$ cat src/rtl/mips_avalon_arbiter.sv
// Purpose : shares one Avalon-MM slave between the MIPS instruction-fetch
//           port (read-only) and the data port, one transfer at a time,
//           round-robin when both request in the same IDLE cycle.
// Latency : 1 arbitration cycle (request in n -> avm_* strobe in n+1);
//           at least 2 cycles from request to completion; the bus is idle
//           for one cycle between transfers.
// Backpressure: each port sees its own combinational waitrequest; it drops
//           only in the slave's completion cycle of that port's grant.
//
// Ports:
//   clk, rst            clock, synchronous active-high reset
//   instr_*             fetch slave port (address, read, waitrequest, readdata)
//   data_*              data slave port (address, read, write, writedata,
//                       byteenable, waitrequest, readdata)
//   avm_*               shared master port towards the memory slave
module mips_avalon_arbiter #(
    parameter bit INIT_LAST_DATA = 1'b1
) (
    input  logic        clk,
    input  logic        rst,

    input  logic [31:0] instr_address,
    input  logic        instr_read,
    output logic        instr_waitrequest,
    output logic [31:0] instr_readdata,

    input  logic [31:0] data_address,
    input  logic        data_read,
    input  logic        data_write,
    input  logic [31:0] data_writedata,
    input  logic [3:0]  data_byteenable,
    output logic        data_waitrequest,
    output logic [31:0] data_readdata,

    output logic [31:0] avm_address,
    output logic        avm_read,
    output logic        avm_write,
    output logic [31:0] avm_writedata,
    output logic [3:0]  avm_byteenable,
    input  logic        avm_waitrequest,
    input  logic [31:0] avm_readdata
);

    typedef enum logic [1:0] {
        IDLE      = 2'd0,
        GNT_INSTR = 2'd1,
        GNT_DATA  = 2'd2
    } state_t;

    state_t      state;
    logic        last_data;      // 1: data port was served most recently
    logic [31:0] instr_rdata_q;  // last fetched word, held between fetches
    logic [31:0] data_rdata_q;   // last loaded word, held across writes

    logic i_req;
    logic d_req;
    logic grant_instr;
    logic grant_data;
    logic done_instr;
    logic done_data;

    assign i_req = instr_read;
    assign d_req = data_read | data_write;

    // Round-robin tie break: the port that was not served last wins.
    assign grant_instr = (state == IDLE) & i_req & (~d_req | last_data);
    assign grant_data  = (state == IDLE) & d_req & ~grant_instr;

    // A grant completes in the first cycle the slave releases waitrequest.
    assign done_instr = (state == GNT_INSTR) & ~avm_waitrequest;
    assign done_data  = (state == GNT_DATA)  & ~avm_waitrequest;

    // Waitrequests are combinational so a port that is not requesting never
    // stalls, and the owner sees the release in the same cycle as the slave.
    assign instr_waitrequest = i_req & ~done_instr;
    assign data_waitrequest  = d_req & ~done_data;

    // Read data bypasses the register in the completion cycle so the
    // requester can capture it on the edge where its waitrequest is low.
    assign instr_readdata = done_instr ? avm_readdata : instr_rdata_q;
    assign data_readdata  = (done_data & avm_read) ? avm_readdata : data_rdata_q;

    always_ff @(posedge clk) begin
        if (rst) begin
            state          <= IDLE;
            last_data      <= INIT_LAST_DATA;
            avm_address    <= '0;
            avm_read       <= 1'b0;
            avm_write      <= 1'b0;
            avm_writedata  <= '0;
            avm_byteenable <= '0;
            instr_rdata_q  <= '0;
            data_rdata_q   <= '0;
        end else begin
            unique case (state)
                IDLE: begin
                    if (grant_instr) begin
                        state          <= GNT_INSTR;
                        avm_address    <= instr_address;
                        avm_read       <= 1'b1;
                        avm_write      <= 1'b0;
                        avm_writedata  <= '0;
                        avm_byteenable <= 4'b1111;
                    end else if (grant_data) begin
                        state          <= GNT_DATA;
                        avm_address    <= data_address;
                        // Read and write together is illegal; the write wins.
                        avm_read       <= data_read & ~data_write;
                        avm_write      <= data_write;
                        avm_writedata  <= data_writedata;
                        avm_byteenable <= data_byteenable;
                    end
                end

                GNT_INSTR: begin
                    // Requester inputs are ignored here; the latched copy
                    // stays on the bus until the slave completes.
                    if (done_instr) begin
                        state         <= IDLE;
                        last_data     <= 1'b0;
                        avm_read      <= 1'b0;
                        avm_write     <= 1'b0;
                        instr_rdata_q <= avm_readdata;
                    end
                end

                GNT_DATA: begin
                    if (done_data) begin
                        state     <= IDLE;
                        last_data <= 1'b1;
                        avm_read  <= 1'b0;
                        avm_write <= 1'b0;
                        if (avm_read) begin
                            data_rdata_q <= avm_readdata;
                        end
                    end
                end

                default: begin
                    state     <= IDLE;
                    avm_read  <= 1'b0;
                    avm_write <= 1'b0;
                end
            endcase
        end
    end

endmodule

$ cat config.mk
export PLATFORM = sky130hd
export DESIGN_NAME = mips_avalon_arbiter
export DESIGN_NICKNAME = d
export VERILOG_FILES = /design/src/rtl/mips_avalon_arbiter.sv
export SDC_FILE = /design/constraint.sdc
export NUM_CORES = 1
export LEC_CHECK = 0
export ABC_CLOCK_PERIOD_IN_PS = 2700
export CELL_PAD_IN_SITES_DETAIL_PLACEMENT = 0
export CELL_PAD_IN_SITES_GLOBAL_PLACEMENT = 1
export CORE_AREA = 2 2 136 138
export CTS_BUF_LIST = sky130_fd_sc_hd__clkbuf_16
export DETAILED_ROUTE_END_ITERATION = 6
export DIE_AREA = 0 0 138 140
export PLACE_DENSITY_LB_ADDON = 0.1
export SETUP_SLACK_MARGIN = 0.4
export SLEW_MARGIN = 0
export SYNTH_ARGS = -nofsm -noshare
export SYNTH_HDL_FRONTEND = slang
export SYNTH_SLANG_ARGS = --single-unit
$ cat constraint.sdc
create_clock -name clk -period 2.7 [get_ports clk]
set_clock_uncertainty 0.1 [all_clocks]
set_input_delay 0.54 -clock clk [delete_from_list [all_inputs] [get_ports clk]]
set_output_delay 0.54 -clock clk [all_outputs]
set_load 0.05 [all_outputs]
==> impl_metrics.env <==
export IMPL_status="finished, final reports clean"
export IMPL_worst_path_most_repeated_cell="buf_12"
export IMPL_grt_max_degree=71
export IMPL_synth_seq_cells=137
export IMPL_grtUsageMet3_pct=5.81
export IMPL_syn_nets=678
export IMPL_wl_per_cell_um=17.2
export IMPL_die_h_um=140
export IMPL_design_power_total_mw=6.53
export IMPL_gp_congestion=0.761
export IMPL_fin_area_um2=10000
export IMPL_finalSetupViolCount=0
export IMPL_grt_first_pass_wirelength_um=28900
export IMPL_drtAntennaViolNets=0
export IMPL_place_hpwl_um=12400
export IMPL_cp_required_ps=2060
export IMPL_finalCritPeriodShare_pct=95.4
export IMPL_port_buffers=273
export IMPL_gr_usage_met1_pct=22.3
export IMPL_h_tree_depth=4
export IMPL_cp_start_kind="flop"
export IMPL_timing_reg2reg_setup_slack_ps=890
export IMPL_root_buffer="clkbuf_16"
export IMPL_use_met2_pct=32.4
export IMPL_critical_path_max_stage_delay_ps=370
export IMPL_fmax_mhz=388
export IMPL_grt_overflow=0
export IMPL_synth_edf_count=0
export IMPL_wirelength_um=18400
export IMPL_gr_usage_all_layers_pct=18.9
export IMPL_ioPinCount=274
export IMPL_antenna_found_initial=1
export IMPL_top_usage_layer="met2"
export IMPL_drc=0
export IMPL_async_reset_ff_share_pct=0
export IMPL_finish_utilization_pct=56.5
export IMPL_relSlewSlack_pct=61.8
export IMPL_cts_tree="yes"
export IMPL_synth_warnings=0
export IMPL_cp_max_fo=13
export IMPL_dp_cells=1016
export IMPL_final_hold_viol_count=0
export IMPL_vias_per_cell=4.74
export IMPL_synth_flop_cell="dfxtp_1"
export IMPL_die_area_um2=19300
export IMPL_critPathArrivalTime_ps=1940
export IMPL_area_growth_pct=80.0
export IMPL_clockBufferDepth=2
export IMPL_path_clk_slew_ps=60
export IMPL_routed_via_count=5068
export IMPL_placed_area_um2=8760
export IMPL_place_ws_ps=-217
export IMPL_fp_row_count=49
export IMPL_crit_path_end_kind="output port"
export IMPL_fin_ws_ps=125
export IMPL_leakagePower_nw=4.11
export IMPL_powerDensity_nw_per_um2=650
export IMPL_cts_sinks=137
export IMPL_tightest_slew_ps=572
export IMPL_crit_chain="nor3b_4, and2_4, buf_12, mux2_4, buf_12"
export IMPL_synthCells=540
export IMPL_ys_seq_area_share_pct=49.1
export IMPL_rsz0062_at_grt="yes"
export IMPL_first_global_vias=5196
export IMPL_core_area_um2=17800
export IMPL_drv_slew=0
export IMPL_ys_types=34
export IMPL_drive_above_1_share_pct=25.4
export IMPL_cts_buffers=17
export IMPL_nNetsFinal=965
export IMPL_crit_type="flop to output port"
export IMPL_drt_iter0_drc=237
export IMPL_final_cells=1070
export IMPL_syn_area_um2=5580
export IMPL_start_util_pct=31.4
export IMPL_drt_pass1_iterations=5
export IMPL_clkLatencyLatePin_ps=410
export IMPL_ir_drop_v=0.000443
export IMPL_hold_buffers=0
export IMPL_synth_avg_cell_area_um2=10.3
export IMPL_die_width_um=138
export IMPL_fin_crit_ps=2580
export IMPL_cp_slowest_cell="dfxtp_4"
export IMPL_fillCellCount=1506
export IMPL_maxCapViolCount=0
export IMPL_min_path_type="input pin to flop"
==> report_power, final <==
part           leakage (nW)  switching [mW]  internal, mW
clock network         0.285           0.875          1.44
logic                  2.70            1.12         0.838
registers              1.12          0.0787          2.17
total                  4.11            2.08          4.45
==> per-layer routing <==
layer / share of wire [%] / vias to the layer above / wire, um
met5: 0 / - / 0
met4: 2.4 / 0 / 434
met3: 6.5 / 26 / 1190
met2: 50 / 184 / 9220
met1: 41 / 2433 / 7590
li1: - / 2425 / -
==> kinds of logic (layout without fill, tap and decap cells) <==
| logic type | count (synthesis) | in the layout | share of synthesized area (%) |
|---|---|---|---|
| other | 0 | 1 | 0 |
| AOI/OAI and AO/OA | 111 | 111 | 13.5 |
| muxes | 64 | 64 | 14.9 |
| buffers and inverters | 42 | 342 | 4.75 |
| and+or+nand+nor | 186 | 186 | 17.7 |
| DFF | 137 | 137 | 49.1 |
==> stage by stage <==
stage	setup TNS (ps)	hold WS (ps)
floorplan	0	454
global placement	-10450	374
detailed placement	-11500	386
CTS	0	279
global route	0	291
finish	0	302
==> cell type report <==
cell class                      count  area [um^2]  share of cell area, %
Sequential cell                   137         2750                   27.4
Antenna cell                        1         2.50                 0.0249
Multi-Input combinational cell    361         2710                   27.0
Clock inverter                     15          160                   1.59
Clock buffer                       17          425                   4.24
Timing Repair Buffer              310         3710                   36.9
Tap cell                          229          287                   2.85
==> cell usage in the layout, fill, tap and decap left out, types with 6 or more instances in the layout <==
| cell type | synthesis | routed |
|---|---|---|
| buf_4 | 10 | 21 |
| dfxtp_1 | 137 | 135 |
| buf_8 | 0 | 31 |
| a22oi_1 | 33 | 33 |
| buf_12 | 3 | 42 |
| a211oi_1 | 32 | 32 |
| buf_6 | 1 | 7 |
| mux2_4 | 30 | 62 |
| nor2b_4 | 5 | 6 |
| nor2b_1 | 36 | 35 |
| clkdlybuf4s50_1 | 0 | 203 |
| nor2_1 | 75 | 74 |
| nand2_1 | 32 | 32 |
| clkbuf_16 | 0 | 17 |
| a21oi_1 | 36 | 36 |
| and2b_1 | 25 | 25 |
==> worst max-delay path: cells and delay by family (launching register included) <==
kind | cells | cell delay [ps]
flops | 1 | 370
simple gates | 2 | 490
mux | 1 | 330
buf+inv | 2 | 320
==> timing repair <==
action | in CTS | in global routing
setup buffers | 12 | 5
gates resized for setup | 113 | 8
pin swaps | 2 | 1
cloned | 4 | 0
setup endpoints to repair | 65 | 68
==> flip-flops by register name, summed over array words and instances (netlist names) <==
register,cells
avm_address,32
avm_byteenable,4
avm_read,1
avm_write,1
avm_writedata,32
data_rdata_q,32
instr_rdata_q,32
last_data,1
state,2
==> path summary, 6_finish.rpt <==
check | from | end | cells after the start
max | state[1]$_SDFFE_PP0P_ | data_readdata[28] | 5
min | rst | instr_rdata_q[7]$_SDFFE_PP0N_ | 2
max reg2reg | state[1]$_SDFFE_PP0P_ | data_rdata_q[6]$_SDFFE_PP0P_ | 6
min reg2reg | avm_writedata[0]$_SDFFE_PP0P_ | avm_writedata[0]$_SDFFE_PP0P_ | 2
==> synth_stat cells, types with 2 or more instances <==
library cell	instances	area share, %
clkbuf_1	17	1.1
o21bai_1	2	0.27
a211oi_1	32	4.3
a22oi_1	33	4.4
mux2_2	32	6.5
nor2b_4	5	1.2
nor2_1	75	5.0
dfxtp_1	137	49
mux2_1	2	0.40
and2b_1	25	3.4
mux2_4	30	8.1
buf_2	11	0.99
nand2b_1	2	0.22
nand2_1	32	2.2
o22ai_1	4	0.45
buf_4	10	1.3
nor2b_1	36	4.0
nand3b_1	2	0.27
buf_12	3	1.1
a21oi_1	36	3.2
Note: power is estimated with default switching activity, not from simulation.
==> patch 1 (config.mk and constraints unchanged) <==
Re-encode `state_t` (3 states) as one-hot, 3 bits wide.
--- a/src/rtl/mips_avalon_arbiter.sv
+++ b/src/rtl/mips_avalon_arbiter.sv
@@ -41,10 +41,10 @@
     input  logic [31:0] avm_readdata
 );
 
-    typedef enum logic [1:0] {
-        IDLE      = 2'd0,
-        GNT_INSTR = 2'd1,
-        GNT_DATA  = 2'd2
+    typedef enum logic [2:0] {
+        IDLE      = 3'b001,
+        GNT_INSTR = 3'b010,
+        GNT_DATA  = 3'b100
     } state_t;
 
     state_t      state;
Behaviour: same outputs for any inputs over 4 cycles, from zero or initial values and one cycle with rst high; so few cycles prove little.
==> patch 1 against the original RTL <==
- the flow now finishes with violations (setup timing)
- register-to-register slack got worse by 0.17 ns
- total power decreased by 7.9%
- clock power decreased by 11%
- sequential share of layout area increased by 0.76 points
- via count decreased by 3.6%
- synthesized area decreased by 3.7%
- routed wire length decreased by 1.6%
- worst hold slack improved by 0.050 ns
- setup slack got worse by 0.18 ns
- design area decreased by 2.1%
- sequential cell count increased by 1
==> patch 1: results (changes against the original RTL) <==
status=complete, but fails checks; failing checks=setup timing; Detailed Route Iter0 Violations=160 (-32%); crit-path max FO=5 (-8); CP max stage cell=or3b_4; ratio of cells with drive above 1 in the final layout=25.2% (-0.11 points); initial antenna violation count=0 (-1); Vias/cell=4.69 (-0.89%); Placement Cell Area=0.00879 mm2 (+0.31%); worst endpoint data arrival time=2.11 ns (+0.17 ns); Worst VDD drop=416 uV (-6.2%); #MultiIn Comb=336 (-6.9%); Static Leak=0.00389 uW (-5.4%); Area growth, synth to finish=82.8%; Setup Viol. Count Final=32 (+32); Async SR Flop Fraction=0% (unchanged); Post-DP HPWL=12300 um (-0.54%); # nets final=938 (-2.8%); Worst Tran Pin Value=0.555 ns (-0.0172 ns); Non-CTS inverters=2 (+2); Placement Setup Slack=-0.286 ns (-0.0694 ns); Multi-input gate area=0.00261 mm2 (-3.6%); cell internal pwr=4100 uW (-7.9%); Layout clock area frac=5.28% (-0.55 points); drt first pass iters=4 (-1); Total GRT Usage=18.0% (-0.88 points); met1 usage=21.7% (-0.55 points); delay-heaviest family, CP=buffers and inverters; R2R setup slack=0.72 ns (-0.17 ns); multiplexer share of the synthesized area=13.4% (-1.5 points); Final non-clock buffer share=37.0% (+0.086 points); clkbuf count=17 (unchanged); Non-clk bufs=305 (-1.6%); Met3 Wirelength=1450 um (+22%); Compound-Gate Fraction of Synth Area=15.7% (+2.2 points); largest family of logic cells by synthesized area=compound AO/OA/AOI/OAI gates; Fill cells=1552 (+3.1%); Min-Delay Path Class=register to register; Final WS setup=-0.0521 ns (-0.177 ns); WL per Instance=17.4 um (+1.1%); met2 wire length=8750 um (-5.1%); Seq/total area=28.1% (+0.76 points); M2 GR Usage=29.7% (-2.7 points); Non-Filler Instances=1041 (-2.7%); global-route met3 utilization=7.01% (+1.2 points); sequential fraction of the synthesis area=51.4% (+2.2 points); vias in the first global route=5001 (-3.8%); num sequential=138 (+0.73%); first-pass GRT wire length=27700 um (-4.2%); M1 WL=7640 um (+0.72%); Post-Synth XOR/XNOR Area=0.163% (+0.16 points)
patch 1: cell count changes after synthesis, moves of 7 or more:
cell / delta
nor2b_1: +30
a211oi_1: -32
o221ai_1: +28
clkbuf_1: +7
buf_4: -9
and2b_1: -25
mux2_4: -30
nor2_1: -33
mux2_2: +26
patch 1: power groups by stage:
stage | sequential (uW) | combinational (uW) | clock, uW
4_1_cts | 2250 | 1720 | 2140
2_1_floorplan | 2710 | 557 | 0
6_report | 2250 | 1700 | 2060
5_1_grt | 2270 | 1790 | 2230
3_3_place_gp | 2290 | 1650 | 0
3_5_place_dp | 2290 | 1670 | 0
patch 1: worst paths after layout:
path | start | end | cells past startpoint
worst max-delay path | state[0] | instr_readdata[5] | 7
worst min-delay path | avm_address[23] | avm_address[23] | 2
worst max register to register | state[0] | avm_address[26] | 5
worst min register to register | avm_address[23] | avm_address[23] | 2
patch 1: what timing repair did:
item,in CTS,in global routing
setup buffers,7,0
resized for setup,89,4
cloned,3,3
setup endpoints to repair,73,67
pin swaps,3,3
==> patch 2 (same flow settings) <==
Made on the original files. `INIT_LAST_DATA`: 1'b1 -> 1'b0.
--- a/src/rtl/mips_avalon_arbiter.sv
+++ b/src/rtl/mips_avalon_arbiter.sv
@@ -14,7 +14,7 @@
 //                       byteenable, waitrequest, readdata)
 //   avm_*               shared master port towards the memory slave
 module mips_avalon_arbiter #(
-    parameter bit INIT_LAST_DATA = 1'b1
+    parameter bit INIT_LAST_DATA = 1'b0
 ) (
     input  logic        clk,
     input  logic        rst,
Formal check against the unedited RTL: not equivalent (Yosys sat finds a counterexample within 4 cycles, from zero or initial values and one cycle with rst high).
==> patch 2 against the original RTL <==
- combinational power decreased by 13%
- routed wire length decreased by 2.0%
- sequential share of layout area increased by 0.33 points
- count of clock-buffer cells in the layout unchanged
- total power decreased by 5.2%
- sequential cell count unchanged
- synthesized area increased by 0.92%
- design area decreased by 1.2%
- setup slack got worse by 0.018 ns
- critical endpoint is now data_readdata[13]
==> patch 2: results (changes against the original RTL) <==
Min-Delay Path Class=register to register; R2R setup slack=0.83 ns (-0.06 ns); Worst VDD drop=427 uV (-3.6%); crit-path max FO=6 (-7); Seq pwr share=36.1% (+1.6 points); min-delay src=avm_address[19]; Yosys cell types=36 (+5.9%); reg2reg path depth=8 (+2); Worst Tran Pin Value=0.606 ns (+0.0331 ns); sequential fraction of the synthesis area=48.7% (-0.45 points); Met3 Wirelength=1310 um (+9.9%); cell internal pwr=4220 uW (-5.1%); M1 WL=7680 um (+1.3%); Detailed Route Iter0 Violations=161 (-32%); Antenna Cells=0 (-1); via count=4961 (-2.1%); Reg-to-Reg Start=state[0]; Static Leak=0.00405 uW (-1.4%); synth cell count leaders=dfxtp_1, nor2_1, a21oi_1, nor2b_1, mux2_2; Post-DP HPWL=12000 um (-2.8%); # nets final=962 (-0.31%); largest net degree at the start of global routing=66 (-7.0%); status=finished clean; GPL Wtd Cong=0.774 (+1.7%); setup bufs post-CTS=11 (-1); drt first pass iters=4 (-1)
## patch 2: cell count changes after synthesis, sizes merged
| cell | change |
|---|---|
| buf | +2 |
| and2b | -5 |
| nand2 | +1 |
| o21bai | -1 |
| o21ai | +1 |
| nor2b | +5 |
| clkbuf | -2 |
| nor3b | -1 |
## patch 2: cell type report
type	instances	area (um2)	share of cell area (%)
multi-input cells	361	2690	27.1
flip-flops and latches	137	2750	27.7
well taps	229	287	2.89
clock inverters	14	133	1.34
clock buffers	17	425	4.29
repair buffers	307	3640	36.7
## patch 2: power groups by stage
stage / sequential, uW / combinational (uW) / clock [uW]
finish: 2240 / 1710 / 2240
CTS: 2240 / 1710 / 2290
global route: 2250 / 1810 / 2380
detailed placement: 2280 / 1660 / 0
floorplan: 2690 / 586 / 0
global placement: 2270 / 1640 / 0
## patch 2: stage by stage
step / setup TNS (ns) / hold slack (ns) / setup slack (ns) / instances / cell area, um2
4_1_cts: 0 / 0.401 / 0.0798 / 1061 / 9770
2_1_floorplan: 0 / 0.408 / 0.480 / 540 / 5630
3_3_place_gp: -2.10 / 0.375 / -0.0470 / 1015 / 8790
6_report: 0 / 0.400 / 0.107 / 1065 / 9920
3_5_place_dp: -3.17 / 0.385 / -0.0701 / 1015 / 8790
5_1_grt: 0 / 0.414 / 0.0403 / 1065 / 9920
## patch 2: critical path, stage by stage, from the launching register on
cell,delay [ns]
dfxtp_4,0.35
nor3b_4,0.17
and2_4,0.22
buf_12,0.12
buf_12,0.09
buf_16,0.11
mux2_4,0.32
buf_12,0.15
## patch 2: cell families (layout without fill, tap and decap cells)
family	after synthesis	after routing	synth area share, %
DFF	137	137	48.7
and+or+nand+nor	186	186	17.9
muxes	64	64	14.8
buffers and inverters	42	338	5.06
AOI/OAI and AO/OA	111	111	13.5
